===== src/rtl/multicycle_controller.sv =====
// Multicycle CPU control FSM: sequences fetch/decode/execute/memory/writeback,
// drives datapath write enables and handshakes, traps on illegal opcodes and memory timeouts.
module multicycle_controller #(
  parameter int unsigned TIMEOUT = 255
) (
  input  logic        clk,
  input  logic        rst,
  input  logic        run,
  input  logic [6:0]  opcode,
  input  logic        RegWrite,
  input  logic        MemRead,
  input  logic        MemWrite,
  input  logic        Branch,
  input  logic        Jump,
  input  logic        branch_taken,
  input  logic        imem_ready,
  input  logic        dmem_ready,
  output logic        imem_req,
  output logic        dmem_req,
  output logic        dmem_we,
  output logic        ir_we,
  output logic        mdr_we,
  output logic        rf_we,
  output logic        pc_we,
  output logic [1:0]  pc_sel,
  output logic [1:0]  wb_sel,
  output logic [2:0]  state,
  output logic        trap,
  output logic [1:0]  trap_cause,
  output logic [31:0] retired
);

  localparam int unsigned WaitW = (TIMEOUT < 2) ? 1 : $clog2(TIMEOUT + 1);

  typedef enum logic [2:0] {
    StIdle   = 3'd0,
    StFetch  = 3'd1,
    StDecode = 3'd2,
    StExec   = 3'd3,
    StMem    = 3'd4,
    StWb     = 3'd5,
    StTrap   = 3'd6,
    StBad    = 3'd7
  } state_e;

  state_e           state_q;
  state_e           boundary;
  logic [WaitW-1:0] wait_q;
  logic             wait_expired;
  logic             trap_q;
  logic [1:0]       cause_q;
  logic [31:0]      retired_q;

  function automatic logic legal_op(input logic [6:0] op);
    case (op)
      7'b0110011, 7'b0010011, 7'b0000011, 7'b0100011,
      7'b1100011, 7'b1101111, 7'b1100111: legal_op = 1'b1;
      default:                            legal_op = 1'b0;
    endcase
  endfunction

  assign boundary     = run ? StFetch : StIdle;
  assign wait_expired = (wait_q == WaitW'(TIMEOUT));

  always_ff @(posedge clk) begin
    if (rst) begin
      state_q   <= StIdle;
      wait_q    <= '0;
      trap_q    <= 1'b0;
      cause_q   <= 2'b00;
      retired_q <= '0;
    end else begin
      retired_q <= retired_q + 32'(pc_we);
      // Counter idles at zero so every entry to FETCH/MEM starts a fresh count.
      wait_q    <= '0;
      case (state_q)
        StIdle: if (run) state_q <= StFetch;
        StFetch: begin
          if (imem_ready) begin
            state_q <= StDecode;
          end else if (wait_expired) begin
            state_q <= StTrap;
            trap_q  <= 1'b1;
            cause_q <= 2'b10;
          end else begin
            wait_q <= wait_q + WaitW'(1);
          end
        end
        StDecode: begin
          if (legal_op(opcode)) begin
            state_q <= StExec;
          end else begin
            state_q <= StTrap;
            trap_q  <= 1'b1;
            cause_q <= 2'b01;
          end
        end
        StExec: begin
          if (MemRead || MemWrite) state_q <= StMem;
          else if (Branch)         state_q <= boundary;
          else                     state_q <= StWb;
        end
        StMem: begin
          if (dmem_ready) begin
            state_q <= MemWrite ? boundary : StWb;
          end else if (wait_expired) begin
            state_q <= StTrap;
            trap_q  <= 1'b1;
            cause_q <= 2'b11;
          end else begin
            wait_q <= wait_q + WaitW'(1);
          end
        end
        StWb:   state_q <= boundary;
        StTrap: state_q <= StTrap;
        default: begin
          state_q <= StTrap;
          trap_q  <= 1'b1;
        end
      endcase
    end
  end

  always_comb begin
    imem_req = 1'b0;
    dmem_req = 1'b0;
    dmem_we  = 1'b0;
    ir_we    = 1'b0;
    mdr_we   = 1'b0;
    rf_we    = 1'b0;
    pc_we    = 1'b0;
    pc_sel   = 2'b00;
    wb_sel   = 2'b00;
    case (state_q)
      StFetch: begin
        imem_req = 1'b1;
        ir_we    = imem_ready;
      end
      StExec: begin
        if (!(MemRead || MemWrite) && Branch) begin
          pc_we  = 1'b1;
          pc_sel = branch_taken ? 2'b01 : 2'b00;
        end
      end
      StMem: begin
        dmem_req = 1'b1;
        dmem_we  = MemWrite;
        if (dmem_ready) begin
          if (MemWrite) pc_we  = 1'b1;
          else          mdr_we = 1'b1;
        end
      end
      StWb: begin
        rf_we = RegWrite;
        pc_we = 1'b1;
        if (Jump)         wb_sel = 2'b10;
        else if (MemRead) wb_sel = 2'b01;
        if (opcode == 7'b1101111)      pc_sel = 2'b01;
        else if (opcode == 7'b1100111) pc_sel = 2'b10;
      end
      default: ;
    endcase
  end

  assign state      = state_q;
  assign trap       = trap_q;
  assign trap_cause = cause_q;
  assign retired    = retired_q;

endmodule

===== config.mk =====
export PLATFORM = sky130hd
export DESIGN_NAME = multicycle_controller
export DESIGN_NICKNAME = d
export VERILOG_FILES = /design/src/rtl/multicycle_controller.sv
export SDC_FILE = /design/constraint.sdc
export NUM_CORES = 1
export LEC_CHECK = 0
export CAP_MARGIN = 20
export CELL_PAD_IN_SITES_DETAIL_PLACEMENT = 1
export CELL_PAD_IN_SITES_GLOBAL_PLACEMENT = 1
export CORE_MARGIN = 5
export CORE_UTILIZATION = 49
export DETAILED_ROUTE_END_ITERATION = 16
export DONT_BUFFER_PORTS = 1
export PLACE_DENSITY = 0.92
export SYNTH_ARGS = -nofsm -noshare
export SYNTH_HDL_FRONTEND = slang
export SYNTH_SLANG_ARGS = --single-unit

===== constraint.sdc =====
create_clock -name clk -period 5.2 [get_ports clk]
set_clock_uncertainty 0.15 [all_clocks]
set_input_delay 0.26 -clock clk [delete_from_list [all_inputs] [get_ports clk]]
set_output_delay 0.26 -clock clk [all_outputs]
set_load 0.01 [all_outputs]

==> results by group, run 1 <==
Run status
  • Outcome: finished, final reports clean

STA
  • Max Slew Vio Count: 0
  • Final setup TNS: 0 ns
  • Slew @ Worst Pin: 0.6687 ns
  • Final setup fails: 0
  • Final Hold Vio Count: 0
  • RSZ-0062 raised after global routing: false
  • Final Critical Period: approximately 3.7 ns
  • Slew HR: ~55%
  • Max Clock Freq: 0.2690 GHz
  • Crit share post-route: 71.48%

Clock tree
  • Clock Sink Count: 46
  • CTS Buffer Depth: 2
  • Clock Root Buffer: clkbuf_8
  • Num CTS Buffers: 5
  • Clock slew at the register clock pins of the worst setup and hold paths: 0.08 ns
  • Worst-skew pair later-pin latency: 0.30 ns
  • H-Tree Depth: 2
  • Postcts setup bufs: 0
  • Post-CTS Resized: 0
  • CTS tree: built

Worst setup path
  • Worst Path Buf+Inv: 0
  • Worst Path Arrival: 3.76 ns
  • Largest delay share family, worst path: simple AND/OR/NAND/NOR gates
  • Nature of the critical path endpoint: flop
  • Stages on worst setup path: 9
  • R2r setup slk: 1.48 ns
  • Worst reg2reg endpoint: retired[22]
  • CP Capture Point: retired[22]
  • Slowest cell on crit path: dfxtp_1
  • Worst R2R Path Depth: 9
  • Startpoint types: flop
  • RR Startpoint: state[0]
  • Crit-path max cell delay: 0.72 ns
  • Worst-path fanout max: 18
  • CP required: around 5.2 ns
  • Crit path from: state[0]
  • Worst-path cell chain: nor2b_1 -> and3_1 -> a21o_1 -> ha_1 -> ha_1 -> nand2_1 -> or4_1 -> nor4_1 -> mux2_2
  • Crit path kind: reg -> reg
  • Crit path top cell by count: ha_1

Flow run
  • Max-cap viol count: 0

Power and ir drop
  • Sequential Power Share: 53.9%
  • Internal: 0.0005246 W
  • Clock power frac: between 40 and 50%
  • Peak supply drop: 0.0001119 V
  • Net Switching: 0.0001537 W
  • Switching Fraction: between 20% and 30%
  • Comb pwr share: under 10%
  • P_leak: roughly 0.80 nW
  • Pwr dens: 266.6 mW/mm2

Layout
  • Register area: ~900 um2
  • N_diodes: 0
  • Final #Nets: approximately 310
  • Fillers: 570
  • Multi-input logic area: roughly 0.0014 mm2
  • Layout cell share with drive strength beyond 1: 4.930%
  • Synth-to-layout area growth: 6.270%
  • Utilization after layout: 53.88%

Logic synthesis
  • Synth unique cells: 43
  • Mapped Nets: 314
  • Top cell type's share of synthesized area: approximately two fifths
  • Seq/Total Area, Yosys: 38.45%
  • Top cells by area, synth: dfxtp_1, a21oi_1, or4_1
  • Ys Warns: 0
  • Number of synthesized register bits: 46
  • Synth area leader: dfxtp_1
  • Cells after Synth: 293
  • Syn Std Cell Area: 0.002395 mm2
  • Syn_area_per_cell: 8.173 um2

GRT
  • GRT Util Overall: 19.88%
  • First-pass GRT wire length: 10.25 mm
  • Vias in the first global route: 2193
  • Largest net degree at the start of global routing: 35
  • Initial antenna violation count: 0
  • GRT overflow: 0

Route
  • Final wirelength: ~6.2 mm
  • Drt wl/cell: 17.74 um
  • DRT antenna net count: 0
  • Vias per cell: 6.134
  • Detailed Route Iter0 Violations: 89
  • Remaining routing DRC violations: 0
  • Vias: 2153
  • Pre-Repair DR Iteration Count: 4

Floorplanning
  • Num rows: 25
  • Effective utilization at floorplan: between 50% and 60%
  • Die Span Y: 79.91 um
  • I/O pin count: 67
  • Die area: between 0.006 and 0.007 mm2
  • Chip Width: roughly 80 um
  • Core area: 0.004723 mm2

Placed design
  • IO buf count: 0
  • DPL Wire Length: roughly 4.3 mm
  • GPL Wtd Cong: 0.8520

Worst hold path
  • Worst min path class: in -> reg
-- area by class of cell --
type | instances | share of cell area (%)
Clock buffer | 6 | 3.245
Timing Repair Buffer | 2 | 1.180
Multi-Input combinational cell | 217 | 53.15
Tap cell | 67 | 3.294
Inverter | 12 | 1.770
Clock inverter | 1 | 1.180
Sequential cell | 46 | 36.18
-- kinds of logic after synthesis --
kind of cell    synth area share [%]
simple gates                   31.24
compound gates                 17.35
flops                          38.45
buf+inv                        5.067
xor+xnor                       5.852
fa+ha+maj                      1.568
mux                           0.4702
-- layout by cell type (no fill, tap or decap), types with 4 or more instances in the layout --
master / count
a21o_1: 4
a21oi_1: 24
and4_1: 6
clkbuf_8: 6
dfxtp_1: 46
inv_1: 12
nand2_1: 16
nand2b_1: 5
nand3_1: 12
nand4_1: 8
nor2_1: 30
nor2b_1: 4
nor3_1: 9
nor3b_1: 4
o21ai_0: 8
o31ai_1: 15
or3_1: 4
or4_1: 16
xnor2_1: 8
xor2_1: 8
-- state kept, by name, indices dropped and copies added (netlist names) --
| register | count |
|---|---|
| state | 3 |
| trap | 1 |
| retired | 32 |
| wait_q | 8 |
| trap_cause | 2 |
-- worst register-to-register path, stage by stage, from the launching register on --
cell and delay [ns]:
dfxtp_1 0.72, nor2b_1 0.25, and3_1 0.22, a21o_1 0.22, ha_1 0.24, ha_1 0.22, nand2_1 0.13, or4_1 0.71
nor4_1 0.37, mux2_2 0.37
-- worst min path at each step --
stage          depth (start not counted)          end       from
6_report                               3         trap        rst
5_1_grt                                2     state[0]        run
4_1_cts                                3         trap        rst
3_5_place_dp                           1  retired[26]        rst
3_3_place_gp                           1  retired[28]        rst
2_1_floorplan                          1    wait_q[0]  wait_q[0]
-- per-stage QoR --
step                      cell area (um2)  setup slack, ns  total power [W]  std cells  hold slack, ns
after floorplan                      2395            2.065        0.0004014        293          0.2920
after global placement               2402            1.723        0.0004035        342          0.1855
after detailed placement             2402            1.575        0.0004057        342          0.1881
after CTS                            2545            1.531        0.0006836        351         0.03872
after global routing                 2545            1.268        0.0007046        351         0.04431
final                                2545            1.483        0.0006784        351         0.04047
-- power by group through the flow --
stage,logic [W],registers (W),clock network (W)
after floorplan,0.0000336,0.000368,0
after global placement,0.0000306,0.000373,0
after detailed placement,0.0000320,0.000374,0
after CTS,0.0000390,0.000365,0.000279
after global routing,0.0000436,0.000367,0.000294
final,0.0000387,0.000366,0.000274
-- what timing repair did --
item / in CTS / in global routing
hold endpoints to repair: 34 / 0
hold buffers: 2 / 0
setup endpoints to repair: 0 / 0
-- metal layers --
layer  vias up  wire, um  GRT usage (%)
met5         -         0              0
met4         0        71          5.912
met3         7       425          7.223
met2        55      3166          35.93
met1      1039      2563          21.45
li1       1052         -              -
-- cell usage after synthesis --
cell type	instances
dfxtp_1	46
nor2_1	30
a21oi_1	24
nand2_1	16
or4_1	16
clkbuf_1	15
o31ai_1	15
inv_1	12
nand3_1	12
nor3_1	9
nand4_1	8
o21ai_0	8
xnor2_1	8
xor2_1	8
and4_1	6
nand2b_1	5
a21o_1	4
nor2b_1	4
nor3b_1	4
or3_1	4
and2_1	3
and3_1	3
ha_1	3
nand3b_1	3
nor4_1	3
or2_2	3
a21boi_0	2
a221oi_1	2
a22oi_1	2
a31oi_1	2
a211oi_1	1
a221o_1	1
a32o_1	1
and4b_1	1
buf_1	1
buf_2	1
buf_6	1
mux2_2	1
nand3_4	1
o21a_1	1
o221ai_1	1
o31a_1	1
or4_4	1
No activity file was read; power rests on OpenSTA's default activity.
==> inputs of run 2 (changes only) <==
--- a/config.mk
+++ b/config.mk
@@ -9,10 +9,10 @@
 export CELL_PAD_IN_SITES_DETAIL_PLACEMENT = 1
 export CELL_PAD_IN_SITES_GLOBAL_PLACEMENT = 1
 export CORE_MARGIN = 5
-export CORE_UTILIZATION = 49
+export CORE_UTILIZATION = 41
 export DETAILED_ROUTE_END_ITERATION = 16
 export DONT_BUFFER_PORTS = 1
-export PLACE_DENSITY = 0.92
+export PLACE_DENSITY = 0.83
 export SYNTH_ARGS = -nofsm -noshare
 export SYNTH_HDL_FRONTEND = slang
 export SYNTH_SLANG_ARGS = --single-unit
==> constraint.sdc (replaced) <==
create_clock -name clk -period 3.3 [get_ports clk]
set_clock_uncertainty 0.15 [all_clocks]
set_input_delay 0.165 -clock clk [delete_from_list [all_inputs] [get_ports clk]]
set_output_delay 0.165 -clock clk [all_outputs]
set_load 0.01 [all_outputs]
==> run 2 against run 1 <==
Compared with the run above:
- the flow now finishes with violations (negative hold slack)
- register-to-register slack got worse by 1.2 ns
- global-route usage down 2.5 points
- highest routed layer unchanged
- sequential power up 54%
- hold slack got worse by 0.049 ns
- largest cell class unchanged
- sequential cell count did not move
- maximum frequency grew 22%
- non-clock buffer count grew 8
- power up 56%
- clock-buffer cell count increased by 1
==> results by group, run 2 (synthesized netlist as in run 1, its figures left out) <==
Clock tree
  • CTS tree: built (unchanged)
  • Num CTS Buffers: 5 (unchanged)
  • Clock Sink Count: 46 (unchanged)
  • CTS Buffer Depth: 2 (unchanged)
  • Clock slew at the register clock pins of the worst setup and hold paths: 0.09 ns (was 0.08 ns)
  • Worst-skew pair later-pin latency: 0.30 ns (about the same)
  • H-Tree Depth: 2 (unchanged)
  • Clock Root Buffer: clkbuf_8 (unchanged)
  • Postcts setup bufs: 0 (unchanged)

STA
  • RSZ-0062 raised after global routing: false (unchanged)
  • Final setup TNS: 0 ns (unchanged)
  • Crit share post-route: 92.29% (was 71.48%)
  • Slew HR: 60.08% (was 55.36%)
  • Setup WS post-layout: 0.2546 ns (was 1.483 ns)
  • Max Clock Freq: 0.3284 GHz (was 0.2690 GHz)
  • Max Slew Vio Count: 0 (unchanged)
  • Final Hold Vio Count: 1 (was 0)
  • Final Critical Period: 3.045 ns (was 3.717 ns)
  • Slew @ Worst Pin: 0.5973 ns (was 0.6687 ns)
  • Hold_ws: -0.008634 ns (was 0.04047 ns)
  • Final setup fails: 0 (unchanged)

Layout
  • Fillers: 705 (was 570)
  • Non-Filler Instances: 365 (was 351)
  • N_diodes: 0 (unchanged)
  • Max reg flops: 32 (unchanged)
  • Final #Nets: 313 (was 305)
  • Layout cell share with drive strength beyond 1: 7.850% (was 4.930%)
  • Most frequent cells in the layout: dfxtp_1, nor2_1, a21oi_1 (unchanged)
  • Synth-to-layout area growth: 9.561% (was 6.270%)
  • Multi-input logic area: 0.001366 mm2 (was 0.001353 mm2)
  • Commonest non-fill, non-tap cell in the layout: dfxtp_1 (unchanged)
  • Register area: 920.9 um2 (unchanged)

Power and ir drop
  • Comb pwr share: 7.8% (was 5.7%)
  • Clock power frac: 39.0% (was 40.4%)
  • Switching Fraction: 22.79% (was 22.66%)
  • Sequential Power Share: 53.3% (was 53.9%)
  • Pwr dens: 404.1 mW/mm2 (was 266.6 mW/mm2)
  • Net Switching: 0.0002416 W (was 0.0001537 W)
  • P_leak: 0.8400 nW (was 0.8048 nW)
  • Internal: 0.0008187 W (was 0.0005246 W)
  • Peak supply drop: 0.0001543 V (was 0.0001119 V)

Floorplanning
  • Num rows: 27 (was 25)
  • Chip Width: 86.43 um (was 79.91 um)
  • Die Span Y: 86.43 um (was 79.91 um)
  • I/O pin count: 67 (unchanged)
  • Core area: 0.005608 mm2 (was 0.004723 mm2)
  • Die area: 0.007469 mm2 (was 0.006386 mm2)
  • Effective utilization at floorplan: 42.70% (was 50.70%)

GRT
  • Largest net degree at the start of global routing: 40 (was 35)
  • First-pass GRT wire length: 10.71 mm (was 10.25 mm)
  • Met3 GRT Util: 5.798% (was 7.223%)
  • GRT Util Overall: 17.41% (was 19.88%)
  • GRT met1 Usage: 19.69% (was 21.45%)
  • Top Usage Layer GRT: met2 (unchanged)
  • GRT overflow: 0 (unchanged)
  • Vias in the first global route: 2282 (was 2193)
  • Met2 usage: 30.95% (was 35.93%)
  • Initial antenna violation count: 0 (unchanged)

Route
  • Drt wl/cell: 17.15 um (was 17.74 um)
  • DRT antenna net count: 0 (unchanged)
  • Vias per cell: 5.989 (was 6.134)
  • Pre-Repair DR Iteration Count: 4 (unchanged)
  • Vias: 2186 (was 2153)
  • Remaining routing DRC violations: 0 (unchanged)
  • Detailed Route Iter0 Violations: 65 (was 89)
  • Final wirelength: 6.261 mm (was 6.226 mm)

Placed design
  • IO buf count: 0 (unchanged)
  • Place WS: 0.1499 ns (was 1.575 ns)
  • Placed Cells: 353 (was 342)
  • GPL Wtd Cong: 0.8062 (was 0.8520)
  • DPL Wire Length: 4.495 mm (was 4.328 mm)

Worst hold path
  • Worst min path class: in -> reg (unchanged)
  • Worst hold path depth: 2 (was 3)

Run status
  • Failing checks: negative hold slack
  • Outcome: finished with violations (was finished, final reports clean)

Worst setup path
  • Worst-path fanout max: 12 (was 18)
  • Startpoint types: flop (unchanged)
  • Nature of the critical path endpoint: flop (unchanged)
  • Crit path kind: reg -> reg (unchanged)
  • Worst R2R Path Depth: 10 (was 9)
  • Worst Path Arrival: 3.12 ns (was 3.76 ns)
  • CP required: 3.37 ns (was 5.24 ns)

Flow run
  • Max-cap viol count: 0 (unchanged)
-- run 2: cell count changes in the layout (fill, tap and decap cells not counted) --
| cell | change |
|---|---|
| dlygate4sd3_1 | +2 |
| clkbuf_1 | +2 |
| buf_4 | +6 |
| ha_1 | -1 |
| ha_2 | +1 |
| nor2b_2 | +1 |
| nor3b_2 | +1 |
| clkbuf_8 | -1 |
| nor2b_1 | -1 |
| nor3b_1 | -1 |
| or4_1 | -1 |
| or4_4 | +1 |
-- run 2: path summary, 6_finish.rpt --
kind,startpoint,endpoint,slack [ns]
worst max-delay path,state[0],retired[28],0.25
worst min-delay path,imem_ready,state[1],-0.009
worst min register to register,wait_q[0],wait_q[0],0.33
worst max register to register,state[0],retired[28],0.25
-- run 2: worst max-delay path, cell delays in order, from the launching register on --
cell,delay [ns]
dfxtp_1,0.36
nor2b_2,0.17
and3_1,0.21
a21o_1,0.15
ha_1,0.21
ha_2,0.23
nand2_1,0.12
or4_4,0.53
buf_4,0.20
or4_1,0.43
a21oi_1,0.19
-- run 2: power by group through the flow --
stage / Combinational (W) / Sequential (W) / Clock (W)
2_1_floorplan: 0.0000530 / 0.000580 / 0
3_3_place_gp: 0.0000672 / 0.000577 / 0
3_5_place_dp: 0.0000692 / 0.000578 / 0
4_1_cts: 0.0000826 / 0.000565 / 0.000428
5_1_grt: 0.0000913 / 0.000566 / 0.000447
6_report: 0.0000826 / 0.000565 / 0.000413
-- run 2: routing by layer --
metal | vias to the layer above | share of wire (%)
li1 | 1064 | -
met1 | 1053 | 42
met2 | 60 | 49
met3 | 9 | 7.5
met4 | 0 | 1.2
met5 | - | 0
-- run 2: cell type report --
cell class	instances	share of cell area, %
Clock buffer	7	2.909
Inverter	12	1.717
Clock inverter	1	1.144
Sequential cell	46	35.10
Timing Repair Buffer	10	3.624
Tap cell	72	3.433
Multi-Input combinational cell	217	52.07
-- run 2: per-stage QoR --
step                      area [um2]  power [W]  utilization (%)
after global routing            2624   0.001104            46.79
after global placement          2454  0.0006444            43.75
after CTS                       2610   0.001075            46.54
after detailed placement        2454  0.0006469            43.75
after floorplan                 2395  0.0006325                -
final                           2624   0.001060            46.79
-- run 2: what timing repair did --
action | in CTS | in global routing
setup endpoints to repair | 0 | 8
hold buffers | 4 | 0
endpoints found under the hold margin | 40 | 0
resized for setup | 0 | 4
